--- config.mk ---
export PLATFORM = sky130hd
export DESIGN_NAME = ems_mapper_flat
export DESIGN_NICKNAME = d
export VERILOG_FILES = /design/src/rtl/ems_mapper_pkg.sv /design/src/rtl/ems_mapper_if.sv /design/src/rtl/ems_mapper_page_file.sv /design/src/rtl/ems_mapper.sv /design/src/flat_wrapper.sv
export SDC_FILE = /design/constraint.sdc
export NUM_CORES = 1
export LEC_CHECK = 0
export ABC_CLOCK_PERIOD_IN_PS = 2200
export BUFFER_PORTS_ARGS = -buffer_cell sky130_fd_sc_hd__buf_2
export CORE_MARGIN = 1
export CORE_UTILIZATION = 49
export CTS_CLUSTER_DIAMETER = 40
export DETAILED_ROUTE_END_ITERATION = 10
export PLACE_DENSITY = 0.83
export SLEW_MARGIN = 5
export SYNTH_ARGS = -nofsm -noshare
export SYNTH_HDL_FRONTEND = slang
export SYNTH_HIERARCHICAL = 1
export SYNTH_SLANG_ARGS = --single-unit
--- constraint.sdc ---
create_clock -name wb_clk -period 2.2 [get_ports wb_clk]
set_input_delay 0.11 -clock wb_clk [delete_from_list [all_inputs] [get_ports wb_clk]]
set_output_delay 0.11 -clock wb_clk [all_outputs]
set_load 0.05 [all_outputs]
--- src/rtl/ems_mapper_pkg.sv ---
// ems_pkg: shared constants for the EMS page mapper.
//   REG_*          register offsets on the I/O Wishbone bus (wb_adr_i[2:1])
//   CTRL_EN_BIT    enable bit position in CTRL
//   INDEX_AI_BIT   auto-increment bit position in INDEX
//   VERSION        value reported in ID[15:12]
//   unmapped_pfn() all-ones PFN code for a given PFN width
package ems_pkg;

  localparam logic [1:0] REG_CTRL  = 2'd0;
  localparam logic [1:0] REG_INDEX = 2'd1;
  localparam logic [1:0] REG_DATA  = 2'd2;
  localparam logic [1:0] REG_ID    = 2'd3;

  localparam int CTRL_EN_BIT  = 15;
  localparam int INDEX_AI_BIT = 7;

  localparam logic [3:0] VERSION = 4'd2;

  localparam int PFN_MAX_W = 15;

  // Low pfn_w bits set; callers cast down to their own PFN width.
  function automatic logic [PFN_MAX_W-1:0] unmapped_pfn(input int pfn_w);
    logic [PFN_MAX_W-1:0] v;
    v = '0;
    for (int i = 0; i < PFN_MAX_W; i++) begin
      if (i < pfn_w) v[i] = 1'b1;
    end
    return v;
  endfunction

endpackage

--- src/rtl/ems_mapper_if.sv ---
// ems_mapper_if: bundles the I/O Wishbone programming port and the
// translation request/result port of the EMS mapper.
//   wb_*   16-bit Wishbone slave (register select, data, byte lanes, ack)
//   tr_*   translation request (CPU word address) and registered result
// Modports: master = CPU/bus side, slave = mapper.
interface ems_mapper_if;

  logic [2:1]  wb_adr_i;
  logic [15:0] wb_dat_i;
  logic [15:0] wb_dat_o;
  logic [1:0]  wb_sel_i;
  logic        wb_cyc_i;
  logic        wb_stb_i;
  logic        wb_we_i;
  logic        wb_ack_o;

  logic        tr_req_i;
  logic [19:1] tr_adr_i;
  logic        tr_ack_o;
  logic [31:0] tr_adr_o;
  logic        tr_fault_o;

  modport master (
    output wb_adr_i, wb_dat_i, wb_sel_i, wb_cyc_i, wb_stb_i, wb_we_i,
    input  wb_dat_o, wb_ack_o,
    output tr_req_i, tr_adr_i,
    input  tr_ack_o, tr_adr_o, tr_fault_o
  );

  modport slave (
    input  wb_adr_i, wb_dat_i, wb_sel_i, wb_cyc_i, wb_stb_i, wb_we_i,
    output wb_dat_o, wb_ack_o,
    input  tr_req_i, tr_adr_i,
    output tr_ack_o, tr_adr_o, tr_fault_o
  );

endinterface

--- src/rtl/ems_mapper_page_file.sv ---
// ems_page_file: page-number registers of the EMS mapper plus the
// INDEX/AI pointer used to reach them through the DATA register.
//   clk, rst    clock, synchronous active-high reset
//   index_we    INDEX register write strobe (lane 0 carries index and AI)
//   data_we     DATA write strobe into page[index]
//   data_acc    any acknowledged DATA access; drives auto-increment
//   wdata, sel  write data and byte lanes
//   index, ai   current pointer and auto-increment flag
//   page_rd     page[index] for DATA reads
//   tr_idx      page select from the translation path
//   tr_pfn      page[tr_idx]
module ems_page_file
  import ems_pkg::*;
#(
  parameter int NUM_PAGES = 4,
  parameter int PFN_W     = 9,
  localparam int IDX_W    = $clog2(NUM_PAGES)
) (
  input  logic             clk,
  input  logic             rst,
  input  logic             index_we,
  input  logic             data_we,
  input  logic             data_acc,
  input  logic [15:0]      wdata,
  input  logic [1:0]       sel,
  output logic [IDX_W-1:0] index,
  output logic             ai,
  output logic [PFN_W-1:0] page_rd,
  input  logic [IDX_W-1:0] tr_idx,
  output logic [PFN_W-1:0] tr_pfn
);

  logic [PFN_W-1:0] pages [NUM_PAGES];
  logic [15:0]      merged16;
  logic [PFN_W-1:0] merged;

  assign page_rd = pages[index];
  assign tr_pfn  = pages[tr_idx];

  // Byte-lane merge over the current page; bits above PFN_W are dropped.
  always_comb begin
    merged16 = 16'(pages[index]);
    if (sel[0]) merged16[7:0]  = wdata[7:0];
    if (sel[1]) merged16[15:8] = wdata[15:8];
    merged = merged16[PFN_W-1:0];
  end

  always_ff @(posedge clk) begin
    if (rst) begin
      for (int i = 0; i < NUM_PAGES; i++) pages[i] <= PFN_W'(i);
      index <= '0;
      ai    <= 1'b0;
    end else begin
      if (index_we && sel[0]) begin
        index <= wdata[IDX_W-1:0];
        ai    <= wdata[INDEX_AI_BIT];
      end
      if (data_we) pages[index] <= merged;
      // NUM_PAGES is a power of two, so the natural overflow is the wrap.
      if (data_acc && ai) index <= index + IDX_W'(1);
    end
  end

endmodule

--- src/rtl/ems_mapper.sv ---
// ems_mapper: EMS page-frame mapper. Translates CPU addresses falling in
// a NUM_PAGES x 2^PAGE_BITS window onto SDRAM pages, programmed through
// a 16-bit I/O Wishbone slave.
//   wb_clk  only clock
//   wb_rst  synchronous active-high reset
//   bus     ems_mapper_if.slave: Wishbone registers CTRL/INDEX/DATA/ID and
//           the 1-cycle registered translation port (tr_*)
module ems_mapper
  import ems_pkg::*;
#(
  parameter int NUM_PAGES  = 4,
  parameter int PAGE_BITS  = 14,
  parameter int PHYS_ADR_W = 23
) (
  input  logic         wb_clk,
  input  logic         wb_rst,
  ems_mapper_if.slave  bus
);

  localparam int IDX_W    = $clog2(NUM_PAGES);
  localparam int WIN_BITS = PAGE_BITS + IDX_W;
  localparam int BASE_W   = 20 - WIN_BITS;
  localparam int PFN_W    = PHYS_ADR_W - PAGE_BITS;
  localparam logic [PFN_W-1:0] UNMAPPED = PFN_W'(unmapped_pfn(PFN_W));

  logic              en;
  logic [BASE_W-1:0] base;
  logic              ack_q;
  logic              access;
  logic              wr;
  logic              index_we;
  logic              data_we;
  logic              data_acc;
  logic [IDX_W-1:0]  index;
  logic              ai;
  logic [PFN_W-1:0]  page_rd;
  logic [IDX_W-1:0]  tr_idx;
  logic [PFN_W-1:0]  tr_pfn;
  logic              in_win;
  logic [31:0]       adr_d;
  logic              fault_d;
  logic              tr_ack_q;
  logic [31:0]       tr_adr_q;
  logic              tr_fault_q;
  logic [15:0]       rdata;
  logic              unused_adr_bit;

  // The SDRAM side is 32-bit word addressed; the half-word select is
  // not carried into the translated address.
  assign unused_adr_bit = bus.tr_adr_i[1];

  // Wishbone: one access per strobe, ack on the following cycle.
  assign access   = bus.wb_cyc_i && bus.wb_stb_i && !ack_q;
  assign wr       = access && bus.wb_we_i;
  assign index_we = wr && (bus.wb_adr_i == REG_INDEX);
  assign data_we  = wr && (bus.wb_adr_i == REG_DATA) && (bus.wb_sel_i != 2'b00);
  assign data_acc = access && (bus.wb_adr_i == REG_DATA);

  always_ff @(posedge wb_clk) begin
    if (wb_rst) begin
      ack_q <= 1'b0;
      en    <= 1'b0;
      base  <= '0;
    end else begin
      ack_q <= access;
      if (wr && (bus.wb_adr_i == REG_CTRL)) begin
        if (bus.wb_sel_i[0]) base <= bus.wb_dat_i[BASE_W-1:0];
        if (bus.wb_sel_i[1]) en   <= bus.wb_dat_i[CTRL_EN_BIT];
      end
    end
  end

  ems_page_file #(
    .NUM_PAGES (NUM_PAGES),
    .PFN_W     (PFN_W)
  ) u_page_file (
    .clk      (wb_clk),
    .rst      (wb_rst),
    .index_we (index_we),
    .data_we  (data_we),
    .data_acc (data_acc),
    .wdata    (bus.wb_dat_i),
    .sel      (bus.wb_sel_i),
    .index    (index),
    .ai       (ai),
    .page_rd  (page_rd),
    .tr_idx   (tr_idx),
    .tr_pfn   (tr_pfn)
  );

  always_comb begin
    rdata = '0;
    case (bus.wb_adr_i)
      REG_CTRL: begin
        rdata[CTRL_EN_BIT]  = en;
        rdata[BASE_W-1:0]   = base;
      end
      REG_INDEX: begin
        rdata[IDX_W-1:0]    = index;
        rdata[INDEX_AI_BIT] = ai;
      end
      REG_DATA: begin
        rdata[PFN_W-1:0]    = page_rd;
      end
      default: begin
        rdata[4:0]   = 5'(NUM_PAGES);
        rdata[11:8]  = 4'(PAGE_BITS - 12);
        rdata[15:12] = VERSION;
      end
    endcase
  end

  assign bus.wb_dat_o = rdata;
  assign bus.wb_ack_o = ack_q;

  // Translation: page registers and CTRL are read before any write on the
  // same edge lands, so a concurrent write only affects later requests.
  assign tr_idx = bus.tr_adr_i[WIN_BITS-1:PAGE_BITS];
  assign in_win = en && (bus.tr_adr_i[19:WIN_BITS] == base);

  always_comb begin
    fault_d = 1'b0;
    adr_d   = 32'({bus.tr_adr_i[19:2], 2'b00});
    if (in_win) begin
      if (tr_pfn == UNMAPPED) begin
        fault_d = 1'b1;
        adr_d   = '0;
      end else begin
        adr_d = 32'({tr_pfn, bus.tr_adr_i[PAGE_BITS-1:2], 2'b00});
      end
    end
  end

  always_ff @(posedge wb_clk) begin
    if (wb_rst) begin
      tr_ack_q   <= 1'b0;
      tr_adr_q   <= '0;
      tr_fault_q <= 1'b0;
    end else begin
      tr_ack_q <= bus.tr_req_i;
      if (bus.tr_req_i) begin
        tr_adr_q   <= adr_d;
        tr_fault_q <= fault_d;
      end
    end
  end

  assign bus.tr_ack_o   = tr_ack_q;
  assign bus.tr_adr_o   = tr_adr_q;
  assign bus.tr_fault_o = tr_fault_q;

endmodule

--- src/flat_wrapper.sv ---
// flat-port wrapper written by rule: the top's interface ports become plain ports
module ems_mapper_flat import ems_pkg::*;
#(
  parameter int NUM_PAGES  = 4,
  parameter int PAGE_BITS  = 14,
  parameter int PHYS_ADR_W = 23
)
  (wb_clk, wb_rst, bus_wb_adr_i, bus_wb_dat_i, bus_wb_sel_i, bus_wb_cyc_i, bus_wb_stb_i, bus_wb_we_i, bus_wb_dat_o, bus_wb_ack_o, bus_tr_req_i, bus_tr_adr_i, bus_tr_ack_o, bus_tr_adr_o, bus_tr_fault_o);
  ems_mapper_if bus_i ();
  input  logic wb_clk;
  input  logic wb_rst;
  input wire logic [$bits(bus_i.wb_adr_i)-1:0] bus_wb_adr_i;
  input wire logic [$bits(bus_i.wb_dat_i)-1:0] bus_wb_dat_i;
  input wire logic [$bits(bus_i.wb_sel_i)-1:0] bus_wb_sel_i;
  input wire logic [$bits(bus_i.wb_cyc_i)-1:0] bus_wb_cyc_i;
  input wire logic [$bits(bus_i.wb_stb_i)-1:0] bus_wb_stb_i;
  input wire logic [$bits(bus_i.wb_we_i)-1:0] bus_wb_we_i;
  output wire logic [$bits(bus_i.wb_dat_o)-1:0] bus_wb_dat_o;
  output wire logic [$bits(bus_i.wb_ack_o)-1:0] bus_wb_ack_o;
  input wire logic [$bits(bus_i.tr_req_i)-1:0] bus_tr_req_i;
  input wire logic [$bits(bus_i.tr_adr_i)-1:0] bus_tr_adr_i;
  output wire logic [$bits(bus_i.tr_ack_o)-1:0] bus_tr_ack_o;
  output wire logic [$bits(bus_i.tr_adr_o)-1:0] bus_tr_adr_o;
  output wire logic [$bits(bus_i.tr_fault_o)-1:0] bus_tr_fault_o;
  assign bus_i.wb_adr_i = bus_wb_adr_i;
  assign bus_i.wb_dat_i = bus_wb_dat_i;
  assign bus_i.wb_sel_i = bus_wb_sel_i;
  assign bus_i.wb_cyc_i = bus_wb_cyc_i;
  assign bus_i.wb_stb_i = bus_wb_stb_i;
  assign bus_i.wb_we_i = bus_wb_we_i;
  assign bus_wb_dat_o = bus_i.wb_dat_o;
  assign bus_wb_ack_o = bus_i.wb_ack_o;
  assign bus_i.tr_req_i = bus_tr_req_i;
  assign bus_i.tr_adr_i = bus_tr_adr_i;
  assign bus_tr_ack_o = bus_i.tr_ack_o;
  assign bus_tr_adr_o = bus_i.tr_adr_o;
  assign bus_tr_fault_o = bus_i.tr_fault_o;
  ems_mapper #(.NUM_PAGES(NUM_PAGES), .PAGE_BITS(PAGE_BITS), .PHYS_ADR_W(PHYS_ADR_W)) u_core (.wb_clk(wb_clk), .wb_rst(wb_rst), .bus(bus_i));
endmodule
==> flow_summary.yaml, run 1 <==
critical_path:
  critPathMaxFanout: 8
  criticalPathCategory: "flop to output pin"
  worst_path_max_delay_cell: "dfxtp_4"
  worstReg2RegStart: "u_core/bus.wb_ack_o$_SDFF_PP0_"
  crit_path_end_kind: "output pin"
  reg2reg_slack_ns: 0.22
  crit_top_cell: "nor2_1"
  r2r_end: "u_core/u_page_file/pages[2][6]$_SDFFCE_PN0P_"
  cp.arrival_ns: 1.96
  slowest_delay_ns: 0.41
  startpoint_type: "flop"
  cp_cell_sequence: "buf_4, mux2_2, nor2_1, nor2_1, a222oi_1, nor2_1, buf_2"
  endpoint: "bus_wb_dat_o[0]"
  cp.required_ns: 2.09
  reg2regPathDepth: 6
global_route:
  grt_overflow: 0
  grt.total_usage_pct: 23.07
  grt_max_degree: 40
  grt_pass1_wl_um: 15010
  grt_pass1_vias: 3039
  antenna_found_initial: 0
clocking:
  clkTransAtPathRegs_ns: 0.07
  clock-sinks: 70
  clock_latency_ns: 0.34
  cts_buffers: 9
  ctsLongestPathBuffers: 2
  cts-root-buf: "clkbuf_8"
  cts_htree_levels: 3
  cts_tree: "yes"
sta:
  drv_slew: 0
  worstMarginPinSlew_ns: 0.6554
  fin_tns_setup_ns: 0
  finalHoldViolCount: 0
  fmax_ghz: 0.4824
  rsz0062_at_grt: "false"
  fin_skew_ns: 0.006414
  min_period_over_period_pct: 94.22
  min_period_ns: 2.073
  setup_viol_count_final: 0
  slew_headroom_pct: 56.31
die:
  start_util_pct: 51.25
  io_pins: 96
  die_h_um: 92.37
  core_um2: 7807
  rows: 32
  die_x_um: 92.37
  die_area_um2: 8531
power:
  ir_drop_mv: 0.3702
  powerDensity_nw_per_um2: 658.6
  power.leakage_nw: 1.886
detailed_routing:
  vias_per_cell: 5.772
  wl_per_cell_um: 17.47
  drc_errors: 0
  first_pass_iters: 5
  wirelength_um: 9593
  ant_nets: 0
  drt-initial-drc-count: 209
  vias: 3169
logic_synthesis:
  synth_top_area_share_pct: 27.02
  synth_edf_count: 36
  synth_top_cell_by_area: "edfxtp_1"
  netlist_instances: 367
  async_flop_share_pct: 0
  synth_warnings: 6
  netlist_top_cells_area: "edfxtp_1 (27%), dfxtp_1 (17%), mux4_2 (5.1%)"
  syn_area_per_cell_um2: 10.90
  synth_cell_types: 59
  synthFlopType: "edfxtp_1"
  ys_ff_latch: 70
  ys_seq_area_share_pct: 44.03
  syn-cell-area_um2: 4001
cells_and_area:
  num_antenna_cells: 0
  layout.nets: 491
  instances_no_fill: 549
  drive_gt1_share_pct: 38.03
  nFillCells: 669
  area_delta_synth_final_pct: 15.29
placement:
  dp_hpwl_um: 6833
  io_buffer_count: 73
  place.gp.congestion: 0.8815
  placed_cells: 531
job:
  max-cap-violations: 0
outcome:
  status: "completed"
min_path:
  hold_path.class: "input port to flop"
[Yosys cell counts (all sizes together), types with 2 or more instances]
cell	instances
nor2	43
edfxtp	36
nor3	35
dfxtp	34
buf	28
nand2b	21
a21oi	20
nand3	19
mux2	17
inv	11
mux2i	10
clkbuf	9
mux4	9
o22ai	8
and2	7
nand4	6
o32ai	6
nand2	5
ha	4
o21ai	4
xnor2	4
nand3b	3
nor2b	3
a222oi	2
a22oi	2
o21bai	2
[how the worst min path moves through the flow]
| stage | start | endpoint | slack (ns) | cells after the start |
|---|---|---|---|---|
| floorplan | wb_rst | u_core/bus.tr_ack_o$_SDFF_PP0_ | 0.19 | 1 |
| global placement | bus_wb_dat_i[15] | u_core/en$_SDFFE_PP0P_ | 0.34 | 3 |
| global route | bus_tr_adr_i[10] | u_core/bus.tr_adr_o[11]$_SDFFE_PP0P_ | 0.002 | 3 |
| detailed placement | bus_wb_dat_i[15] | u_core/en$_SDFFE_PP0P_ | 0.36 | 3 |
| CTS | bus_wb_dat_i[15] | u_core/en$_SDFFE_PP0P_ | 0.006 | 3 |
| finish | bus_wb_dat_i[15] | u_core/en$_SDFFE_PP0P_ | 0.007 | 3 |
[area by class of cell]
cell class	instances	area, µm²	area share (%)
multi-input cells	263	1977	42.85
flip-flops and latches	70	1765	38.27
inverters	11	41.29	0.8950
clock buffers	13	212.7	4.611
well taps	102	127.6	2.766
repair buffers	87	470.5	10.20
clock inverters	3	18.77	0.4068
[power by group]
part	total, mW	switching (mW)	internal, mW	leakage (nW)
Sequential	1.43	0.0223	1.41	0.637
Combinational	0.473	0.335	0.138	1.13
Clock	1.13	0.489	0.645	0.121
[critical path: cells and delay by family, from the launching register on]
kind	cells	cell delay (ns)
and+or+nand+nor	3	0.22
buffers and inverters	2	0.34
AOI/OAI and AO/OA	1	0.31
DFF	1	0.41
muxes	1	0.34
[stage by stage]
| stage | worst slack, ns | total power, mW | utilization (%) | cell area [µm²] | hold WS, ns |
|---|---|---|---|---|---|
| CTS | 0.06904 | 3.051 | 58.86 | 4596 | 0.006210 |
| global route | 0.02108 | 3.146 | 59.09 | 4613 | 0.001643 |
| detailed placement | 0.1977 | 1.930 | 55.88 | 4363 | 0.3616 |
| global placement | 0.2729 | 1.917 | 55.88 | 4363 | 0.3448 |
| finish | 0.1272 | 3.038 | 59.09 | 4613 | 0.006790 |
| floorplan | 0.04680 | 1.830 | - | 4060 | 0.1931 |
[layer usage]
layer / global-route usage [%] / vias to the layer above / share of wire (%)
li1: - / 1472 / -
met1: 29.27 / 1504 / 40
met2: 38.89 / 181 / 50
met3: 5.172 / 12 / 9.1
met4: 7.682 / 0 / 1.4
met5: 0 / - / 0
[registers in the layout, summed over array words and instances, names as in the netlist, named ones only]
name,flops
u_core/bus.tr_fault_o,1
u_core/u_page_file/pages,36
u_core/u_page_file/index,2
u_core/en,1
u_core/base,4
u_core/bus.tr_ack_o,1
u_core/u_page_file/ai,1
u_core/bus.wb_ack_o,1
u_core/bus.tr_adr_o,21
[layout by cell type, fill, tap and decap left out, drive strengths merged, types with 2 or more instances in the layout]
cell type	Yosys	layout
nand4	6	6
clkbuf	9	13
mux2	17	17
o21ai	4	4
mux4	9	9
o22ai	8	8
nand3b	3	3
edfxtp	36	36
a22oi	2	2
conb	1	15
and2	7	7
nor2b	3	3
ha	4	4
a222oi	2	2
o32ai	6	6
dfxtp	34	34
nand3	19	19
clkinv	0	3
nor2	43	43
inv	11	11
nand2b	21	21
mux2i	10	10
buf	28	87
a21oi	20	20
nand2	5	5
o21bai	2	2
nor3	35	35
xnor2	4	4
[cell families after synthesis]
group           synth area share [%]
fa+ha+maj                      1.251
flops                          44.03
buf+inv                        8.037
compound gates                 10.60
xor+xnor                       1.845
other cells                  0.09372
simple gates                   21.80
mux                            12.35
[repair_timing]
item | 4_1_cts | 5_1_grt
setup buffers | 0 | 2
endpoints found under the hold margin | 0 | 0
resized for setup | 1 | 1
endpoints found under the setup margin | 8 | 3
hold buffers | 0 | 0
(Power assumes the default switching activity.)
==> run 2: changes to the inputs <==
--- a/config.mk
+++ b/config.mk
@@ -6,7 +6,7 @@
 export NUM_CORES = 1
 export LEC_CHECK = 0
 export ABC_CLOCK_PERIOD_IN_PS = 2200
-export BUFFER_PORTS_ARGS = -buffer_cell sky130_fd_sc_hd__buf_2
+export BUFFER_PORTS_ARGS = -buffer_cell sky130_fd_sc_hd__clkbuf_2
 export CORE_MARGIN = 1
 export CORE_UTILIZATION = 49
 export CTS_CLUSTER_DIAMETER = 40
==> flow_summary.yaml, run 2 (synthesized netlist as in run 1, its figures left out) <==
sta:
  finalHoldViolCount: 0
  drv_slew: 0
  min_period_over_period_pct: 94.82
  worstMarginPinSlew_ns: 0.5834
  fin_skew_ns: 0.008148
  rsz0062_at_grt: "true"
  slew_headroom_pct: 61.03
  final.setup.worst_slack_ns: 0.1140
  min_period_ns: 2.086
  fmax_ghz: 0.4794
  setup_viol_count_final: 0
  whs_ns: 0.007496
  fin_tns_setup_ns: 0
cells_and_area:
  instances_no_fill: 553
  drive_gt1_share_pct: 37.69
  area_delta_synth_final_pct: 16.04
  layout.nets: 495
  final_common_cell: "clkbuf_2"
  layout_common_cells: "clkbuf_2 (72), nor2_1 (41), edfxtp_1 (36)"
  num_antenna_cells: 0
  utilization_pct: 59.47
  largest_reg_flops: 36
  largest-register: "u_core/u_page_file/pages"
  fin_area_um2: 4643
critical_path:
  slowest_delay_ns: 0.43
  critPathBufInv: 1
  crit_top_cell: "nor2_1"
  criticalPathCategory: "flop to output pin"
  cp_cell_sequence: "mux2_2, nor2_1, nor2_1, a222oi_1, nor2_1, clkbuf_2"
  critPathMaxFanout: 10
  worstReg2RegStart: "u_core/bus.wb_ack_o$_SDFF_PP0_"
  cp.arrival_ns: 1.98
  startpoint_type: "flop"
  path_delay_family: "flip-flops"
  crit_path_end_kind: "output pin"
  worst_path_max_delay_cell: "dfxtp_4"
  cp.required_ns: 2.09
power:
  ir_drop_mv: 0.4251
  power.leakage_nw: 1.884
  p_total_mw: 3.025
  powerDensity_nw_per_um2: 651.5
clocking:
  cts_htree_levels: 3
  cts_buffers: 9
  cts_tree: "yes"
  cts-root-buf: "clkbuf_8"
  clock_latency_ns: 0.35
  ctsLongestPathBuffers: 2
  clock-sinks: 70
  clkTransAtPathRegs_ns: 0.07
min_path:
  hold_path.class: "input port to flop"
  min_from: "bus_wb_dat_i[15]"
detailed_routing:
  ant_nets: 0
  vias_per_cell: 5.727
  routed.top_layer: "met4"
  drt-initial-drc-count: 236
  first_pass_iters: 5
  wl_per_cell_um: 17.86
  drt-met1-wl_um: 3894
  drc_errors: 0
  dr_wl_met2_um: 4864
  vias: 3167
  wirelength_um: 9877
  wl_met3_um: 844
die:
  start_util_pct: 51.25
  core_um2: 7807
  die_x_um: 92.37
  die_h_um: 92.37
  rows: 32
  io_pins: 96
  die_area_um2: 8531
placement:
  dp_hpwl_um: 7020
  placed_cells: 532
  post_dp_cell_area_um2: 4370
  place.gp.congestion: 0.8957
  io_buffer_count: 73
  pre_cts_ws_ns: 0.1773
job:
  max-cap-violations: 0
global_route:
  grt_pass1_wl_um: 15840
  grt_overflow: 0
  antenna_found_initial: 0
  grt_pass1_vias: 3179
  grt.total_usage_pct: 24.40
  grt_max_degree: 37
outcome:
  status: "completed"
## run 2: cell types whose count changed in the layout (fill, tap and decap cells not counted)
cell           previous run  this run
dlygate4sd3_1             0         3
clkbuf_8                 10        12
buf_2                    73         1
clkbuf_2                  0        72
buf_4                    14        15
clkbuf_1                  0         1
clkinv_4                  1         0
clkinv_2                  2         1
clkbuf_16                 3         2
## run 2: final cells by class
class / count / area [µm²]
sequential: 70 / 1765
fill: 638 / 3164
clock buffer: 15 / 219.0
tap: 102 / 127.6
multi-input combinational: 263 / 1977
inverter: 11 / 41.29
timing repair buffer: 91 / 508.0
clock inverter: 1 / 5.005
## run 2: path summary, 6_finish.rpt
| kind | endpoint | slack [ns] | cells past startpoint |
|---|---|---|---|
| worst max register to register | u_core/u_page_file/pages[2][8]$_SDFFCE_PN0P_ | 0.18 | 6 |
| worst min register to register | u_core/bus.tr_adr_o[20]$_SDFFE_PP0P_ | 0.47 | 2 |
| worst min-delay path | u_core/en$_SDFFE_PP0P_ | 0.007 | 3 |
| worst max-delay path | bus_wb_dat_o[0] | 0.11 | 6 |
## run 2: what timing repair did
action | in CTS | in global routing
pin swaps | 0 | 1
cloned | 0 | 0
resized for setup | 2 | 1
hold buffers | 3 | 0
setup buffers | 0 | 2
hold endpoints to repair | 3 | 0
setup endpoints to repair | 8 | 2
## run 2: tightest hold or removal path: stages
cell	delay, ns
clkbuf_2	0.07
mux2i_1	0.05
nor2_1	0.08
## run 2: report_power, final
group | switching, mW | internal (mW) | leakage (nW)
sequential | 0.0237 | 1.41 | 0.637
clock | 0.475 | 0.639 | 0.116
combinational | 0.336 | 0.142 | 1.13
## run 2: per-layer routing
metal | global-route usage (%) | vias to the layer above
met4 | 11.33 | 0
li1 | - | 1473
met2 | 40.37 | 182
met1 | 29.52 | 1488
met5 | 0 | -
met3 | 6.650 | 24
==> run 3: changes to the inputs <==
--- a/config.mk
+++ b/config.mk
@@ -7,7 +7,7 @@
 export LEC_CHECK = 0
 export ABC_CLOCK_PERIOD_IN_PS = 2200
 export BUFFER_PORTS_ARGS = -buffer_cell sky130_fd_sc_hd__clkbuf_2
-export CORE_MARGIN = 1
+export CORE_MARGIN = 2
 export CORE_UTILIZATION = 49
 export CTS_CLUSTER_DIAMETER = 40
 export DETAILED_ROUTE_END_ITERATION = 10
==> flow_summary.yaml, run 3 (synthesized netlist as in run 1, its figures left out) <==
power:
  p_total_mw: 2.925
  ir_drop_mv: 0.2672
  powerDensity_nw_per_um2: 629.4
  power.leakage_nw: 1.873
detailed_routing:
  ant_nets: 0
  wirelength_um: 10110
  drt-initial-drc-count: 239
  first_pass_iters: 5
  vias: 3212
  drc_errors: 0
  vias_per_cell: 5.767
  wl_per_cell_um: 18.16
cells_and_area:
  layout_common_cells: "clkbuf_2 (72), nor2_1 (41), edfxtp_1 (36)"
  instances_no_fill: 557
  utilization_pct: 59.52
  largest_reg_flops: 36
  layout.nets: 499
  largest-register: "u_core/u_page_file/pages"
  area_delta_synth_final_pct: 16.14
  drive_gt1_share_pct: 36.48
  num_antenna_cells: 0
  final_common_cell: "clkbuf_2"
  nFillCells: 645
placement:
  pre_cts_ws_ns: 0.1290
  place.gp.congestion: 0.8668
  placed_cells: 532
  dp_hpwl_um: 7256
  io_buffer_count: 73
clocking:
  cts_buffers: 9
  cts_htree_levels: 3
  clock-sinks: 70
  clock_latency_ns: 0.35
  ctsLongestPathBuffers: 2
  cts-root-buf: "clkbuf_8"
  cts_tree: "yes"
  cts_setup_buffers: 0
  clkTransAtPathRegs_ns: 0.07
critical_path:
  worst_path_max_delay_cell: "dfxtp_4"
  cp.required_ns: 2.09
  r2r_end: "u_core/u_page_file/pages[2][7]$_SDFFCE_PN0P_"
  cp.arrival_ns: 2.00
  crit_path_end_kind: "output pin"
  criticalPathCategory: "flop to output pin"
  worstReg2RegStart: "u_core/bus.wb_ack_o$_SDFF_PP0_"
  critPathMaxFanout: 13
  cp_cell_sequence: "buf_4, buf_4, mux2_2, nor2_1, nor2_1, and2_1, clkbuf_2"
  reg2reg_slack_ns: 0.26
  slowest_delay_ns: 0.46
  path_delay_family: "buffers and inverters"
  critPathBufInv: 3
  startpoint_type: "flop"
  reg2regPathDepth: 6
min_path:
  hold_depth: 3
  min_from: "bus_tr_adr_i[11]"
  worstHoldEndpoint: "u_core/bus.tr_adr_o[12]$_SDFFE_PP0P_"
  hold_path.class: "input port to flop"
sta:
  finalHoldViolCount: 0
  worstMarginPinSlew_ns: 0.5423
  min_period_ns: 2.108
  fmax_ghz: 0.4744
  fin_skew_ns: 0.006834
  slew_headroom_pct: 63.78
  fin_tns_setup_ns: 0
  rsz0062_at_grt: "false"
  min_period_over_period_pct: 95.81
  setup_viol_count_final: 0
  final.setup.worst_slack_ns: 0.09212
  drv_slew: 0
global_route:
  antenna_found_initial: 0
  met2_usage_pct: 39.52
  grt.total_usage_pct: 23.54
  grt-busiest-layer: "met2"
  grt_overflow: 0
  use_met3_pct: 3.990
  grt_max_degree: 33
  grt_pass1_vias: 3249
  grt_pass1_wl_um: 15700
  met1_usage_pct: 28.23
die:
  rows: 32
  io_pins: 96
  start_util_pct: 51.25
  core_um2: 7807
  die_area_um2: 8905
  die_h_um: 94.37
  die_x_um: 94.37
outcome:
  status: "completed"
job:
  max-cap-violations: 0
-- run 3: layout make-up --
class | count | area [µm²] | area share, %
Tap cell | 102 | 127.6 | 2.746
Clock buffer | 12 | 135.1 | 2.908
Clock inverter | 4 | 47.55 | 1.023
Sequential cell | 70 | 1765 | 37.99
Multi-Input combinational cell | 263 | 1977 | 42.54
Inverter | 11 | 41.29 | 0.8885
Timing Repair Buffer | 95 | 553.0 | 11.90
-- run 3: worst register-to-register path, delay by kind of cell (launching register included) --
family	cells	cell delay, ns
buf+inv	1	0.17
compound gates	1	0.33
simple gates	4	0.83
flops	1	0.33
-- run 3: repair_timing --
action	4_1_cts	5_1_grt
endpoints found under the hold margin	9	0
hold buffers	9	0
gates resized for setup	2	1
setup endpoints to repair	7	1
-- run 3: per-stage QoR --
step | area, µm² | hold slack (ns)
after floorplan | 4060 | 0.1931
after global placement | 4370 | 0.3448
after detailed placement | 4370 | 0.3603
after CTS | 4647 | 0.001341
after global routing | 4647 | 0.004016
final | 4647 | 0.01197
-- run 3: power breakdown --
part           internal (mW)  switching [mW]  leakage [nW]
clock network          0.521           0.481        0.0904
logic                  0.148           0.340          1.15
registers               1.41          0.0244         0.637
-- run 3: worst max-delay path by stage --
stage | endpoint | slack, ns | cells past startpoint
after CTS | bus_wb_dat_o[4] | 0.09 | 7
after floorplan | u_core/u_page_file/pages[0][0]$_SDFFCE_PN0P_ | 0.05 | 7
after detailed placement | u_core/u_page_file/pages[2][5]$_SDFFCE_PN0P_ | 0.13 | 5
after global routing | bus_wb_dat_o[5] | 0.004 | 7
after global placement | bus_wb_dat_o[6] | 0.17 | 7
final | bus_wb_dat_o[4] | 0.09 | 7
-- run 3: metal layers --
layer | share of wire, % | vias to the layer above
met5 | 0 | -
met2 | 50 | 163
met4 | 3.7 | 0
li1 | - | 1489
met1 | 39 | 1533
met3 | 6.6 | 27
